### config.mk
export PLATFORM = sky130hd
export DESIGN_NAME = nibble_serial_addsub
export DESIGN_NICKNAME = d
export VERILOG_FILES = /design/src/rtl/nibble_addsub_pkg.sv /design/src/rtl/nibble_serial_addsub_cla4_slice.sv /design/src/rtl/nibble_serial_addsub.sv
export SDC_FILE = /design/constraint.sdc
export NUM_CORES = 1
export LEC_CHECK = 0
export CAP_MARGIN = 25
export CELL_PAD_IN_SITES_DETAIL_PLACEMENT = 1
export CELL_PAD_IN_SITES_GLOBAL_PLACEMENT = 1
export CORE_UTILIZATION = 39
export DETAILED_ROUTE_END_ITERATION = 10
export PLACE_DENSITY_LB_ADDON = 0.25
export SLEW_MARGIN = 5
export SYNTH_ARGS = -nofsm -noshare
export SYNTH_HDL_FRONTEND = slang
export SYNTH_SLANG_ARGS = --single-unit
### constraint.sdc
create_clock -name clk -period 4.1 [get_ports clk]
set_clock_uncertainty 0.05 [all_clocks]
set_input_delay 0.82 -clock clk [delete_from_list [all_inputs] [get_ports clk]]
set_output_delay 0.82 -clock clk [all_outputs]
set_load 0.01 [all_outputs]
### src/rtl/nibble_addsub_pkg.sv
// Shared types and helpers for the nibble-serial adder/subtractor.
package nibble_addsub_pkg;

  typedef enum logic {
    IDLE = 1'b0,
    RUN  = 1'b1
  } state_t;

  localparam int SLICE_W = 4;

  // Merge a new (higher) slice into the running group generate of the lower slices.
  function automatic logic gg_combine(input logic slice_gg,
                                      input logic slice_pg,
                                      input logic gg_acc);
    return slice_gg | (slice_pg & gg_acc);
  endfunction

endpackage

### src/rtl/nibble_serial_addsub_cla4_slice.sv
// Combinational 4-bit carry-lookahead slice. It exposes c3 so the caller can
// derive signed overflow.
module cla4_slice
  import nibble_addsub_pkg::*;
(
  input  logic [3:0] a,
  input  logic [3:0] b,
  input  logic       cin,
  output logic [3:0] s,
  output logic       c3,
  output logic       cout,
  output logic       pg,
  output logic       gg
);

  logic [3:0] g_s;
  logic [3:0] p_s;
  logic [3:0] c_s;

  assign g_s = a & b;
  assign p_s = a ^ b;

  // Lookahead carries, sums and group propagate/generate
  always_comb begin
    c_s[0] = cin;
    c_s[1] = g_s[0] | (p_s[0] & cin);
    c_s[2] = g_s[1] | (p_s[1] & g_s[0]) | (p_s[1] & p_s[0] & cin);
    c_s[3] = g_s[2] | (p_s[2] & g_s[1]) | (p_s[2] & p_s[1] & g_s[0])
           | (p_s[2] & p_s[1] & p_s[0] & cin);
    pg     = &p_s;
    gg     = g_s[3] | (p_s[3] & g_s[2]) | (p_s[3] & p_s[2] & g_s[1])
           | (p_s[3] & p_s[2] & p_s[1] & g_s[0]);
    cout   = gg | (pg & cin);
    c3     = c_s[3];
    s      = p_s ^ c_s;
  end

endmodule

### src/rtl/nibble_serial_addsub.sv
// W-bit add/subtract built from one reused 4-bit CLA slice, one nibble per
// clock, LSB first, with a start/busy/done handshake.
module nibble_serial_addsub
  import nibble_addsub_pkg::*;
#(
  parameter int NIBBLES = 4
) (
  input  logic                   clk,
  input  logic                   rst_n,
  input  logic                   start,
  input  logic                   sub,
  input  logic [4*NIBBLES-1:0]   a,
  input  logic [4*NIBBLES-1:0]   b,
  output logic                   busy,
  output logic                   done,
  output logic [4*NIBBLES-1:0]   result,
  output logic                   cout,
  output logic                   ovf,
  output logic                   zero,
  output logic                   pg,
  output logic                   gg
);

  localparam int W    = SLICE_W * NIBBLES;
  localparam int IDXW = (NIBBLES > 1) ? $clog2(NIBBLES) : 1;

  state_t            state_r;
  state_t            state_next_s;
  logic [IDXW-1:0]   idx_r;
  logic [W-1:0]      op_a_r;
  logic [W-1:0]      op_b_r;
  logic              carry_r;
  logic              pg_acc_r;
  logic              gg_acc_r;
  logic [W-1:0]      result_r;
  logic              cout_r;
  logic              ovf_r;
  logic              zero_r;
  logic              pg_r;
  logic              gg_r;
  logic              busy_r;
  logic              done_r;

  logic [3:0]        slice_a_s;
  logic [3:0]        slice_b_s;
  logic [3:0]        slice_sum_s;
  logic              slice_c3_s;
  logic              slice_cout_s;
  logic              slice_pg_s;
  logic              slice_gg_s;
  logic              last_s;
  logic              pg_next_s;
  logic              gg_next_s;
  logic [W-1:0]      result_next_s;

  assign slice_a_s = op_a_r[SLICE_W*idx_r +: SLICE_W];
  assign slice_b_s = op_b_r[SLICE_W*idx_r +: SLICE_W];
  assign last_s    = (idx_r == IDXW'(NIBBLES - 1));

  cla4_slice u_slice (
    .a    (slice_a_s),
    .b    (slice_b_s),
    .cin  (carry_r),
    .s    (slice_sum_s),
    .c3   (slice_c3_s),
    .cout (slice_cout_s),
    .pg   (slice_pg_s),
    .gg   (slice_gg_s)
  );

  // Word-level result and accumulator values after folding in the current slice
  always_comb begin
    result_next_s = result_r;
    result_next_s[SLICE_W*idx_r +: SLICE_W] = slice_sum_s;
    pg_next_s = pg_acc_r & slice_pg_s;
    gg_next_s = gg_combine(slice_gg_s, slice_pg_s, gg_acc_r);
  end

  // State register
  always_ff @(posedge clk) begin
    if (!rst_n) begin
      state_r <= IDLE;
    end else begin
      state_r <= state_next_s;
    end
  end

  // Next-state logic
  always_comb begin
    state_next_s = state_r;
    case (state_r)
      IDLE: begin
        if (start) state_next_s = RUN;
        else       state_next_s = IDLE;
      end
      RUN: begin
        if (last_s) state_next_s = IDLE;
        else        state_next_s = RUN;
      end
      default: state_next_s = IDLE;
    endcase
  end

  // Operand capture, per-nibble datapath and registered result flags
  always_ff @(posedge clk) begin
    if (!rst_n) begin
      idx_r    <= {IDXW{1'b0}};
      op_a_r   <= {W{1'b0}};
      op_b_r   <= {W{1'b0}};
      carry_r  <= 1'b0;
      pg_acc_r <= 1'b0;
      gg_acc_r <= 1'b0;
      result_r <= {W{1'b0}};
      cout_r   <= 1'b0;
      ovf_r    <= 1'b0;
      zero_r   <= 1'b0;
      pg_r     <= 1'b0;
      gg_r     <= 1'b0;
      busy_r   <= 1'b0;
      done_r   <= 1'b0;
    end else begin
      done_r <= 1'b0;
      case (state_r)
        IDLE: begin
          if (start) begin
            // Subtraction as a + ~b + 1: invert B here, carry-in from sub
            op_a_r   <= a;
            op_b_r   <= b ^ {W{sub}};
            carry_r  <= sub;
            pg_acc_r <= 1'b1;
            gg_acc_r <= 1'b0;
            idx_r    <= {IDXW{1'b0}};
            busy_r   <= 1'b1;
          end
        end
        RUN: begin
          result_r <= result_next_s;
          carry_r  <= slice_cout_s;
          pg_acc_r <= pg_next_s;
          gg_acc_r <= gg_next_s;
          idx_r    <= idx_r + 1'b1;
          if (last_s) begin
            cout_r <= slice_cout_s;
            ovf_r  <= slice_c3_s ^ slice_cout_s;
            zero_r <= (result_next_s == {W{1'b0}});
            pg_r   <= pg_next_s;
            gg_r   <= gg_next_s;
            idx_r  <= {IDXW{1'b0}};
            busy_r <= 1'b0;
            done_r <= 1'b1;
          end
        end
        default: begin
          busy_r <= 1'b0;
        end
      endcase
    end
  end

  assign busy   = busy_r;
  assign done   = done_r;
  assign result = result_r;
  assign cout   = cout_r;
  assign ovf    = ovf_r;
  assign zero   = zero_r;
  assign pg     = pg_r;
  assign gg     = gg_r;

endmodule

==> summary.md, run 1 <==
| Metric | Value |
|---|---|
| Status | finished clean |
| TNS Setup | 0 ns |
| Layout fillers | 904 |
| Sw frac | 25.1% |
| Max Slew Vio Count | 0 |
| Seq pwr share | a little over two fifths |
| CTS Buffer Depth | 2 |
| Port Buf Inserts | between 50 and 60 |
| Setup bufs post-CTS | 0 |
| Period utilization | 74.1% |
| Worst slack, placed | 1.07 ns |
| Most common cell in the netlist | nand2_1 |
| Yosys cell types | 45 |
| Antenna diodes | 0 |
| Leakage power total | 1.68 nW |
| Clk slew on worst S/H paths | 0.07 ns |
| Largest net degree at the start of global routing | around 50 |
| Top_reg_cell synth | dfxtp_1 |
| FF-to-FF End | result[3] |
| Crit path DAT | 3.27 ns |
| GP Congestion | between 0.8 and 0.9 |
| Initial antenna violation count | 0 |
| CTS tree | yes |
| Global-route wire length before repair | between 10000 and 15000 µm |
| Final Setup Violations | 0 |
| Hold wc startpoint | op_a_r[12] |
| Crit path capture type | flop |
| Vias in the first global route | roughly 2700 |
| Async S/R FF share, synth | 0% |
| Gate Count Post-Synth | 340 |
| Warnings from Yosys | 0 |
| Io pins | 59 |
| Global Route Usage Sum | between 10% and 20% |
| Comb pwr share | 16.8% |
| Die area | 0.00839 mm² |
| Final min period | 3.04 ns |
| Syn_nets | approximately 390 |
| WL final | 7550 µm |
| Net Sw Power | 0.378 mW |
| Cell Pwr Density | around 380 mW/mm² |
| Sink of the worst hold path | op_a_r[12] |
| Via count | 2587 |
| Hold buffers post-CTS | 0 |
| Crit-path max FO | 11 |
| CTS H-Tree Depth | 3 |
| Clock power frac | 39.9% |
| Peak VDD IR | 210 µV |
| NumNets Final | 436 |
| Post-Syn Area | about 0.0031 mm² |
| Worst Hold Class | flop to flop |
| Final Hold Fails | 0 |
| Top cells by area, synth | dfxtp_1, nand2_1, o211a_1, mux4_2, xnor2_1 |
| DR pass1 iterations | 4 |
| Global route overflow | 0 |
| Initial Util | roughly two fifths |
| CTS Buf Count | 9 |
| Max Freq | 0.329 GHz |
| Syn_area_per_cell | 9.21 µm² |
| Vias/cell | 5.23 |
| Post-synth EDFFs | 0 |
| Post-detail-place hpwl | 5520 µm |
| CTS root buffer | clkbuf_8 |
| Sequential fraction of the synthesis area | 39.0% |
| Critical path startpoint category | flop |
| Slew @ Worst Pin | 0.892 ns |
| Syn-to-layout area delta | 27.2% |
| R2R setup slack | 1.06 ns |
| Die H | just over 90 µm |
| Die W | 91.6 µm |
| Post-synthesis register bit count | 61 |
| Clk_lat worst skew | 0.34 ns |
| Pint | between 1 and 1.5 mW |
| Synth top area share | approximately two fifths |
| Max_cap viols | 0 |
| Crit Path Category | flop to flop |
| CTS resizes | 0 |
| FF-to-FF Start | idx_r[0] |
| Worst slew margin | between 40 and 50% |
| ANT nets after route | 0 |
| Wire per inst | 15.2 µm |
| Final worst setup slack | ~1.1 ns |
| FF-to-FF path depth | 7 |
| FP Rows | 32 |
| Core area | 0.00773 mm² |
| Crit path required time | 4.33 ns |
| Layout cells sized above 1 | 8.65% |
| Clock sink count | 61 |
| First DRT Iteration DRCs | 119 |
| Largest area contributor in the netlist | dfxtp_1 |
| Post-synth top cells | nand2_1, dfxtp_1, o211a_1, xnor2_1, a21boi_0 |
| # DRC | 0 |
| Hold path cells | 2 |
| RSZ-0062 raised after global routing | no |
==> routing by layer <==
layer	up-vias	global-route usage [%]	routed length (µm)
met2	51	35.3	3910
met4	0	7.94	152
met1	1245	22.8	3270
met5	-	0	0
li1	1278	-	-
met3	13	4.06	222
==> through the flow <==
| step | hold WS (ns) | instance area [µm²] | cells | util (%) | power (mW) |
|---|---|---|---|---|---|
| after global routing | 0.456 | 3980 | 495 | 51.5 | 1.58 |
| after floorplan | 0.390 | 3130 | 340 | - | 0.830 |
| after global placement | 0.403 | 3760 | 479 | 48.6 | 0.911 |
| final | 0.422 | 3980 | 495 | 51.5 | 1.51 |
| after detailed placement | 0.417 | 3760 | 479 | 48.6 | 0.920 |
| after CTS | 0.426 | 3980 | 495 | 51.5 | 1.52 |
==> cell usage in the layout, fill, tap and decap left out, types with 6 or more instances in the layout <==
master	netlist	layout
inv_1	6	6
nor2_1	7	7
nor2b_1	15	14
mux4_2	8	8
o211a_1	23	23
o21ai_0	7	7
clkdlybuf4s50_1	0	58
xnor2_1	18	18
a21oi_1	10	10
ha_1	11	11
clkbuf_8	0	11
a21boi_0	17	17
a22oi_1	8	8
and2_1	8	8
nor3_1	8	8
dfxtp_1	61	61
nand2_1	68	68
==> power by group through the flow <==
stage / sequential, mW / clock, mW / combinational, mW
after floorplan: 0.652 / 0 / 0.179
after global placement: 0.664 / 0 / 0.247
after detailed placement: 0.666 / 0 / 0.254
after CTS: 0.653 / 0.613 / 0.256
after global routing: 0.656 / 0.642 / 0.279
final: 0.652 / 0.601 / 0.253
==> worst max path at each step <==
stage               slack [ns]      from  depth (start not counted)         to
floorplan                 1.23  idx_r[0]                          9  result[3]
global placement          1.17  idx_r[0]                          7  result[3]
detailed placement        1.07  idx_r[0]                          7  result[3]
CTS                       1.02  idx_r[0]                          7  result[3]
global route              0.87  idx_r[0]                          7  result[3]
finish                    1.06  idx_r[0]                          7  result[3]
==> sequential cells by signal, summed over array words and instances (netlist names) <==
signal and flops:
op_a_r 16, gg_acc_r 1, done 1, ovf 1, pg 1, busy 1, result 16, zero 1
carry_r 1, cout 1, gg 1, pg_acc_r 1, op_b_r 16, idx_r 2, state_r 1
==> cell type report <==
class | count | area [µm²] | share of cell area [%]
Tap cell | 102 | 128 | 3.20
Multi-Input combinational cell | 248 | 1780 | 44.6
Sequential cell | 61 | 1220 | 30.7
Clock inverter | 4 | 70.1 | 1.76
Timing Repair Buffer | 62 | 611 | 15.3
Inverter | 6 | 22.5 | 0.566
Clock buffer | 12 | 155 | 3.90
==> worst max-delay path, cell delays in order, from the launching register on <==
cell and delay [ns]:
dfxtp_1 0.71, mux4_2 0.60, ha_1 0.42, and3_4 0.20, or3_4 0.42, xnor2_4 0.16
o31ai_1 0.26, and2_1 0.15
==> logic make-up after synthesis <==
family / share of synthesized area, %
buffers and inverters: 4.39
adder cells (fa/ha/maj): 5.03
AND/OR/NAND/NOR: 19.3
AO/OA/AOI/OAI: 18.8
flip-flops: 39.0
XOR/XNOR: 7.03
multiplexers: 6.43
(Power assumes the default switching activity.)
==> inputs of run 2 (changes only) <==
Clock period 4.1 ns to 3.05 ns, I/O delays scaled along.
==> summary.md, run 2 (same netlist as run 1, synthesis figures left out) <==
| Metric | Value |
|---|---|
| CTS tree | yes |
| Final Setup Violations | 0 (unchanged) |
| Critical path startpoint category | flop |
| Largest stage delay on the critical path | 0.59 ns (-0.12 ns) |
| CTS H-Tree Depth | 3 (unchanged) |
| Slew @ Worst Pin | 0.650 ns (-0.242 ns) |
| CTS resizes | 0 (unchanged) |
| Peak VDD IR | 245 µV (+17%) |
| GP Congestion | 0.826 (-0.42%) |
| FP Rows | 32 (unchanged) |
| WL final | 7660 µm (+1.5%) |
| Max Slew Vio Count | 0 (unchanged) |
| Crit path DAT | 2.99 ns (-0.28 ns) |
| Max Freq | 0.362 GHz (+10%) |
| Layout fillers | 887 (-1.9%) |
| DR pass1 iterations | 4 (unchanged) |
| Hold buffers post-CTS | 0 (unchanged) |
| Crit path capture type | flop |
| Final worst setup slack | 0.290 ns (-0.773 ns) |
| Clk slew on worst S/H paths | 0.07 ns (about the same) |
| Layout cells sized above 1 | 9.32% (+0.67 points) |
| Wire per inst | 15.3 µm (+0.70%) |
| Global Route Usage Sum | 20.0% (+0.27 points) |
| Finished Core Util | 51.5% (about the same) |
| CTS Buffer Depth | 2 (unchanged) |
| RSZ-0062 raised after global routing | no |
| Clock power frac | 37.2% (-2.7 points) |
| Largest net degree at the start of global routing | 49 (unchanged) |
| Crit path required time | 3.28 ns (-1.05 ns) |
| Worst Hold Class | flop to flop |
| Worst slack, placed | 0.277 ns (-0.789 ns) |
| Clk_lat worst skew | 0.36 ns (+0.02 ns) |
| Max_cap viols | 0 (unchanged) |
| Global-route wire length before repair | 13000 µm (+0.96%) |
| Crit-path max FO | 11 (unchanged) |
| CTS root buffer | clkbuf_8 |
| Antenna diodes | 0 (unchanged) |
| Cell chain of the critical path | buf_4 > mux4_2 > ha_1 > and4_1 > or3_4 > xnor2_4 > nand2b_1 > a21boi_0 |
| Syn-to-layout area delta | 27.1% (about the same) |
| Vias in the first global route | 2678 (+0.98%) |
| Most common cell after layout, fill and taps aside | nand2_1 |
| Most frequent cells in the layout | nand2_1, dfxtp_1, clkdlybuf4s50_1 |
| Leakage power total | 1.68 nW (about the same) |
| Status | finished clean |
| Total area of sequential cells | 0.00122 mm² (unchanged) |
| Via count | 2557 (-1.2%) |
| Period utilization | 90.5% (+16 points) |
| ANT nets after route | 0 (unchanged) |
| Pint | 1.41 mW (+25%) |
| Initial antenna violation count | 0 (unchanged) |
| Die W | 91.6 µm (unchanged) |
| Clock sink count | 61 (unchanged) |
| CTS Buf Count | 9 (unchanged) |
| Setup bufs post-CTS | 0 (unchanged) |
| Sw frac | 27.3% (+2.2 points) |
| # DRC | 0 (unchanged) |
| Slowest CP cell | mux4_2 |
| Net Sw Power | 0.532 mW (+41%) |
| Crit Path Category | flop to flop |
| Io pins | 59 (unchanged) |
| Core area | 0.00773 mm² (unchanged) |
| Post-detail-place hpwl | 5610 µm (+1.7%) |
| Seq pwr share | 44.6% (+1.3 points) |
| Dpl cells | 483 (+0.84%) |
| Final min period | 2.76 ns (-0.277 ns) |
| Design Area, Final | 0.00398 mm² (about the same) |
| Comb pwr share | 18.2% (+1.4 points) |
| Final Hold Fails | 0 (unchanged) |
| NumNets Final | 440 (+0.92%) |
| Vias/cell | 5.12 (-2.0%) |
| Global route overflow | 0 (unchanged) |
| Die area | 0.00839 mm² (unchanged) |
| Fin cells | 499 (+0.81%) |
| First DRT Iteration DRCs | 66 (-45%) |
| Worst slew margin | 56.4% (+16 points) |
| Cell Pwr Density | 489 mW/mm² (+29%) |
| Area of the multi-input gates | 0.00178 mm² (unchanged) |
| Die H | 91.6 µm (unchanged) |
| TNS Setup | 0 ns (unchanged) |
| Port Buf Inserts | 58 (unchanged) |
| Placed cell areas | 0.00379 mm² (+0.80%) |
| Initial Util | 40.5% (unchanged) |
[run 2: per-layer routing]
layer	wire, µm	track usage (%)	up-vias
met4	159	8.86	0
met3	235	4.89	18
li1	-	-	1280
met2	3810	34.3	51
met5	0	0	-
met1	3460	23.4	1208
[run 2: layout make-up]
type,count,share of cell area [%]
well taps,102,3.21
inverters,6,0.566
clock inverters,4,1.19
multi-input cells,248,44.6
clock buffers,12,3.65
flip-flops and latches,61,30.7
repair buffers,66,16.1
[run 2: path summary, 6_finish.rpt]
check / start / end / slack [ns] / depth (start not counted)
worst min-delay path: op_a_r[15] / op_a_r[15] / 0.42 / 2
worst min register to register: op_a_r[15] / op_a_r[15] / 0.42 / 2
worst max register to register: idx_r[0] / result[11] / 0.29 / 8
worst max-delay path: idx_r[0] / result[11] / 0.29 / 8
[run 2: per-stage QoR]
stage / total power, mW / hold slack (ns)
floorplan: 1.12 / 0.390
global placement: 1.23 / 0.410
detailed placement: 1.24 / 0.415
CTS: 1.96 / 0.425
global route: 2.04 / 0.449
finish: 1.95 / 0.416
[run 2: critical path, delay by kind of cell, from the launching register on]
family | cells | cell delay (ns)
multiplexers | 1 | 0.59
AND/OR/NAND/NOR | 3 | 0.76
XOR/XNOR | 1 | 0.17
flip-flops | 1 | 0.32
buffers and inverters | 1 | 0.22
adder cells (fa/ha/maj) | 1 | 0.38
AO/OA/AOI/OAI | 1 | 0.19
[run 2: power by group through the flow]
| stage | clock (mW) | combinational (mW) | sequential (mW) |
|---|---|---|---|
| after floorplan | 0 | 0.240 | 0.876 |
| after detailed placement | 0 | 0.353 | 0.887 |
| final | 0.724 | 0.353 | 0.869 |
| after global placement | 0 | 0.342 | 0.886 |
| after global routing | 0.779 | 0.388 | 0.873 |
| after CTS | 0.737 | 0.357 | 0.870 |
